`src/rtl/vga_pixel_output.sv`:
```
// 640x480@60 VGA timing generator and output stage: counts pixels on the pixel tick,
// exposes (x, y) to the colour logic and drives blank-gated RGB with sync/blank one tick later.
module vga_pixel_output #(
  parameter int DATA_WIDTH = 24,
  parameter int H_ACTIVE   = 640,
  parameter int H_FP       = 16,
  parameter int H_SYNC     = 96,
  parameter int H_BP       = 48,
  parameter int V_ACTIVE   = 480,
  parameter int V_FP       = 10,
  parameter int V_SYNC     = 2,
  parameter int V_BP       = 33,
  parameter int CNT_WIDTH  = 10
) (
  input  logic                    clk,
  input  logic                    rst,
  input  logic                    pixel_en,
  input  logic [DATA_WIDTH-1:0]   color_in,
  output logic [CNT_WIDTH-1:0]    x,
  output logic [CNT_WIDTH-1:0]    y,
  output logic                    active,
  output logic                    frame_start,
  output logic [DATA_WIDTH/3-1:0] red,
  output logic [DATA_WIDTH/3-1:0] green,
  output logic [DATA_WIDTH/3-1:0] blue,
  output logic                    hsync,
  output logic                    vsync,
  output logic                    blank_n,
  output logic                    sync_n
);

  localparam int CW      = DATA_WIDTH / 3;
  localparam int H_TOTAL = H_ACTIVE + H_FP + H_SYNC + H_BP;
  localparam int V_TOTAL = V_ACTIVE + V_FP + V_SYNC + V_BP;

  localparam logic [CNT_WIDTH-1:0] H_ACT_C = CNT_WIDTH'(H_ACTIVE);
  localparam logic [CNT_WIDTH-1:0] H_SS_C  = CNT_WIDTH'(H_ACTIVE + H_FP);
  localparam logic [CNT_WIDTH-1:0] H_SE_C  = CNT_WIDTH'(H_ACTIVE + H_FP + H_SYNC);
  localparam logic [CNT_WIDTH-1:0] H_LAST  = CNT_WIDTH'(H_TOTAL - 1);
  localparam logic [CNT_WIDTH-1:0] V_ACT_C = CNT_WIDTH'(V_ACTIVE);
  localparam logic [CNT_WIDTH-1:0] V_SS_C  = CNT_WIDTH'(V_ACTIVE + V_FP);
  localparam logic [CNT_WIDTH-1:0] V_SE_C  = CNT_WIDTH'(V_ACTIVE + V_FP + V_SYNC);
  localparam logic [CNT_WIDTH-1:0] V_LAST  = CNT_WIDTH'(V_TOTAL - 1);

  logic [CNT_WIDTH-1:0]  h_cnt_p0, v_cnt_p0;
  logic                  hs_i, vs_i;
  logic [3*CW-1:0]       rgb_p1;
  logic                  hs_p1, vs_p1, blank_p1, fs_p1;

  // Colour is only passed through inside the visible region.
  function automatic logic [3*CW-1:0] blank_gate(input logic [DATA_WIDTH-1:0] c,
                                                 input logic vis);
    return vis ? c[3*CW-1:0] : '0;
  endfunction

  // Stage p0: counter decode
  always_comb begin
    active = (h_cnt_p0 < H_ACT_C) && (v_cnt_p0 < V_ACT_C);
    hs_i   = !((h_cnt_p0 >= H_SS_C) && (h_cnt_p0 < H_SE_C));
    vs_i   = !((v_cnt_p0 >= V_SS_C) && (v_cnt_p0 < V_SE_C));
  end

  always_ff @(posedge clk) begin
    if (rst) begin
      h_cnt_p0 <= '0;
      v_cnt_p0 <= '0;
      rgb_p1   <= '0;
      hs_p1    <= 1'b1;
      vs_p1    <= 1'b1;
      blank_p1 <= 1'b0;
      fs_p1    <= 1'b0;
    end else begin
      fs_p1 <= 1'b0;
      if (pixel_en) begin
        if (h_cnt_p0 == H_LAST) begin
          h_cnt_p0 <= '0;
          if (v_cnt_p0 == V_LAST) begin
            v_cnt_p0 <= '0;
            fs_p1    <= 1'b1;
          end else begin
            v_cnt_p0 <= v_cnt_p0 + 1'b1;
          end
        end else begin
          h_cnt_p0 <= h_cnt_p0 + 1'b1;
        end
        // Stage p1: outputs lag the counters by exactly one pixel tick
        rgb_p1   <= blank_gate(color_in, active);
        hs_p1    <= hs_i;
        vs_p1    <= vs_i;
        blank_p1 <= active;
      end
    end
  end

  assign x           = h_cnt_p0;
  assign y           = v_cnt_p0;
  assign frame_start = fs_p1;
  assign red         = rgb_p1[3*CW-1:2*CW];
  assign green       = rgb_p1[2*CW-1:CW];
  assign blue        = rgb_p1[CW-1:0];
  assign hsync       = hs_p1;
  assign vsync       = vs_p1;
  assign blank_n     = blank_p1;
  assign sync_n      = 1'b0;

endmodule

```
`config.mk`:
```
export PLATFORM = sky130hd
export DESIGN_NAME = vga_pixel_output
export DESIGN_NICKNAME = d
export VERILOG_FILES = /design/src/rtl/vga_pixel_output.sv
export SDC_FILE = /design/constraint.sdc
export NUM_CORES = 1
export LEC_CHECK = 0
export CAP_MARGIN = 20
export CORE_UTILIZATION = 35
export CTS_CLUSTER_DIAMETER = 150
export DETAILED_ROUTE_END_ITERATION = 16
export DONT_BUFFER_PORTS = 1
export GPL_ROUTABILITY_DRIVEN = 0
export PLACE_DENSITY_LB_ADDON = 0.05
export SYNTH_ARGS = -nofsm -noshare
export SYNTH_HDL_FRONTEND = slang
export SYNTH_SLANG_ARGS = --single-unit
```
`constraint.sdc`:
```
create_clock -name clk -period 2.4 [get_ports clk]
set_clock_uncertainty 0.15 [all_clocks]
set_input_delay 0.48 -clock clk [delete_from_list [all_inputs] [get_ports clk]]
set_output_delay 0.48 -clock clk [all_outputs]
set_load 0.02 [all_outputs]
```
==> results.sh <==
export IMPL_dieHeight_um=79.9
export IMPL_power_density_nw_per_um2=613
export IMPL_pre_cts_slack_ns=0.386
export IMPL_rsz0062_at_grt="no"
export IMPL_num_vias=1663
export IMPL_synth_async_sr_flop_share_pct=0
export IMPL_portBuffers=0
export IMPL_row_count=27
export IMPL_die_x_um=79.9
export IMPL_pwr_share_clk_pct=34.7
export IMPL_firstDrtPassIters=4
export IMPL_ys_seq_area_share_pct=45.3
export IMPL_avgSynthCellArea_um2=8.59
export IMPL_critPathRequiredTime_ns=2.48
export IMPL_comb_power_share_pct=4.7
export IMPL_grt_first_pass_wirelength_um=7850
export IMPL_grt_pass1_vias=1636
export IMPL_synth_top_area_share_pct=45.3
export IMPL_layout_min_cycle_time_ns=2.05
export IMPL_criticalPathCategory="register to register"
export IMPL_sw_frac_of_total_pct=24.0
export IMPL_synth_edf_count=0
export IMPL_synthTopCellsByArea="dfxtp_1 45%, a21oi_1 7.8%, nand2b_1 7.7%"
export IMPL_final_max_slew_violation_count=0
export IMPL_clk_latency_ns=0.30
export IMPL_cts_buffer_depth=2
export IMPL_antenna_found_initial=0
export IMPL_clock_sinks=48
export IMPL_ir_drop_uv=277
export IMPL_finalWorstSetupSlack_ns=0.347
export IMPL_grtUsageTotal_pct=15.9
export IMPL_routed_wl_um=4960
export IMPL_start_kind="register"
export IMPL_pwr_share_seq_pct=60.7
export IMPL_hold_viol=0
export IMPL_start_util_pct=37.4
export IMPL_cts_resized=0
export IMPL_cap_violations=0
export IMPL_hpwlAfterDp_um=3320
export IMPL_grt_remaining_overflow=0
export IMPL_hold_buffers=0
export IMPL_post_route_period_util_pct=85.6
export IMPL_post_drt_wl_per_cell_um=15.4
export IMPL_synth_cell_types=39
export IMPL_ys_warn_count=0
export IMPL_htree_levels=2
export IMPL_synth_seq_cells=48
export IMPL_nets=280
export IMPL_post_dp_cell_area_um2=2240
export IMPL_min_path_type="primary input to register"
export IMPL_holdWs_ns=0.0898
export IMPL_setup_viol=0
export IMPL_cts_buffers=5
export IMPL_area_growth_pct=10.0
export IMPL_postSynthCellCount=247
export IMPL_cts_root_buf="clkbuf_8"
export IMPL_viasPerCell=5.18
export IMPL_p_leak_nw=0.818
export IMPL_ys_flop_type="dfxtp_1"
export IMPL_io_pins=77
export IMPL_nFillCells=589
export IMPL_p_int_mw=1.09
export IMPL_antenna_left=0
export IMPL_cts_tree="built"
export IMPL_power_switching_mw=0.343
export IMPL_n_antenna_cell=0
export IMPL_drive_gt1_share_pct=10.4
export IMPL_drtIter0Drc=67
export IMPL_fmax_ghz=0.487
export IMPL_route_detailed_drc=0
export IMPL_core_area_um2=5680
export IMPL_crit_fanout=14
export IMPL_design_area_um2=2330
export IMPL_post_cts_repair_setup_buffers=0
export IMPL_critical_path_endpoint_type="register"
export IMPL_worstPathArrival_ns=2.13
export IMPL_grt_max_degree=60
export IMPL_status="finished, final reports clean"
export IMPL_setup_tns_ns=0
export IMPL_syn_nets=278
export IMPL_die_area_um2=6380
export IMPL_clk_pin_slew_ns=0.09
export IMPL_synth_top_area_cell="dfxtp_1"
export IMPL_syn_area_um2=2120
cell type report:
| cell class | count | area, µm² | area share [%] |
|---|---|---|---|
| clock buffers | 6 | 82.6 | 3.54 |
| well taps | 72 | 90.1 | 3.86 |
| clock inverters | 1 | 8.76 | 0.375 |
| multi-input cells | 174 | 1060 | 45.4 |
| repair buffers | 15 | 113 | 4.82 |
| inverters | 5 | 18.8 | 0.804 |
| flip-flops and latches | 48 | 961 | 41.2 |
layer usage:
layer / track usage (%) / vias up / routed length [µm]
li1: - / 861 / -
met1: 20.3 / 745 / 2300
met2: 24.9 / 52 / 2270
met3: 5.71 / 5 / 343
met4: 4.82 / 0 / 45
met5: 0 / - / 0
placed cells by master (no fill, tap or decap), types with 5 or more instances in the layout:
cell,count
nand4_1,7
xnor2_1,6
a21oi_1,33
o21ai_0,6
buf_4,15
dfxtp_1,48
nand2_1,8
clkbuf_8,6
or3_1,5
nand3_1,27
nor2_1,15
nand2b_1,26
inv_1,5
kinds of logic (layout without fill, tap and decap cells):
| family | Yosys count | in the layout | share of synthesized area [%] |
|---|---|---|---|
| other | 1 | 1 | 0.177 |
| and+or+nand+nor | 112 | 112 | 30.7 |
| buffers and inverters | 25 | 27 | 5.01 |
| AOI/OAI and AO/OA | 45 | 45 | 11.4 |
| DFF | 48 | 48 | 45.3 |
| adders and majority gates | 4 | 4 | 2.36 |
| muxes | 2 | 2 | 0.943 |
| xor gates and xnor gates | 10 | 10 | 4.13 |
registers in the layout, summed over array words and instances, names as in the netlist:
register and cells:
rgb_p1 24, hsync 1, y 10, frame_start 1, x 10, vsync 1
blank_n 1
power by group through the flow:
stage	clock (mW)	sequential, mW	combinational (mW)
4_1_cts	0.519	0.869	0.0680
2_1_floorplan	0	0.890	0.0650
3_3_place_gp	0	0.887	0.0670
6_report	0.496	0.868	0.0668
3_5_place_dp	0	0.888	0.0677
5_1_grt	0.550	0.871	0.0773
cells in the mapped netlist (all sizes together) (2+ instances only):
| cell type | number |
|---|---|
| xnor2 | 6 |
| and2 | 2 |
| ha | 4 |
| xor2 | 4 |
| or4 | 2 |
| nand2b | 26 |
| or3 | 5 |
| mux2i | 2 |
| o31ai | 2 |
| and4 | 3 |
| o21ai | 6 |
| nand3 | 27 |
| inv | 5 |
| nand2 | 8 |
| nand4 | 8 |
| nor3 | 5 |
| nor2 | 15 |
| and3 | 2 |
| clkbuf | 10 |
| a21oi | 33 |
| buf | 10 |
| dfxtp | 48 |
| nand4b | 2 |
worst paths after layout:
kind	slack, ns	cells after the start	endpoint	start
setup / recovery	0.35	5	y[8]	x[0]
hold / removal	0.09	1	rgb_p1[18]	rst
setup reg to reg	0.35	5	y[8]	x[0]
hold reg to reg	0.42	2	rgb_p1[11]	rgb_p1[11]
critical path: stages, from the launching register on:
cell	delay, ns
dfxtp_1	0.34
ha_1	0.16
and4_1	0.39
nand4_4	0.25
or4_1	0.55
a21oi_1	0.14
per-stage QoR:
step	power, mW	std cells	utilization, %
global placement	0.954	314	39.5
global route	1.50	321	41.1
floorplan	0.955	247	-
detailed placement	0.955	314	39.5
CTS	1.46	321	41.1
finish	1.43	321	41.1
Note: power is estimated with default switching activity, not from simulation.
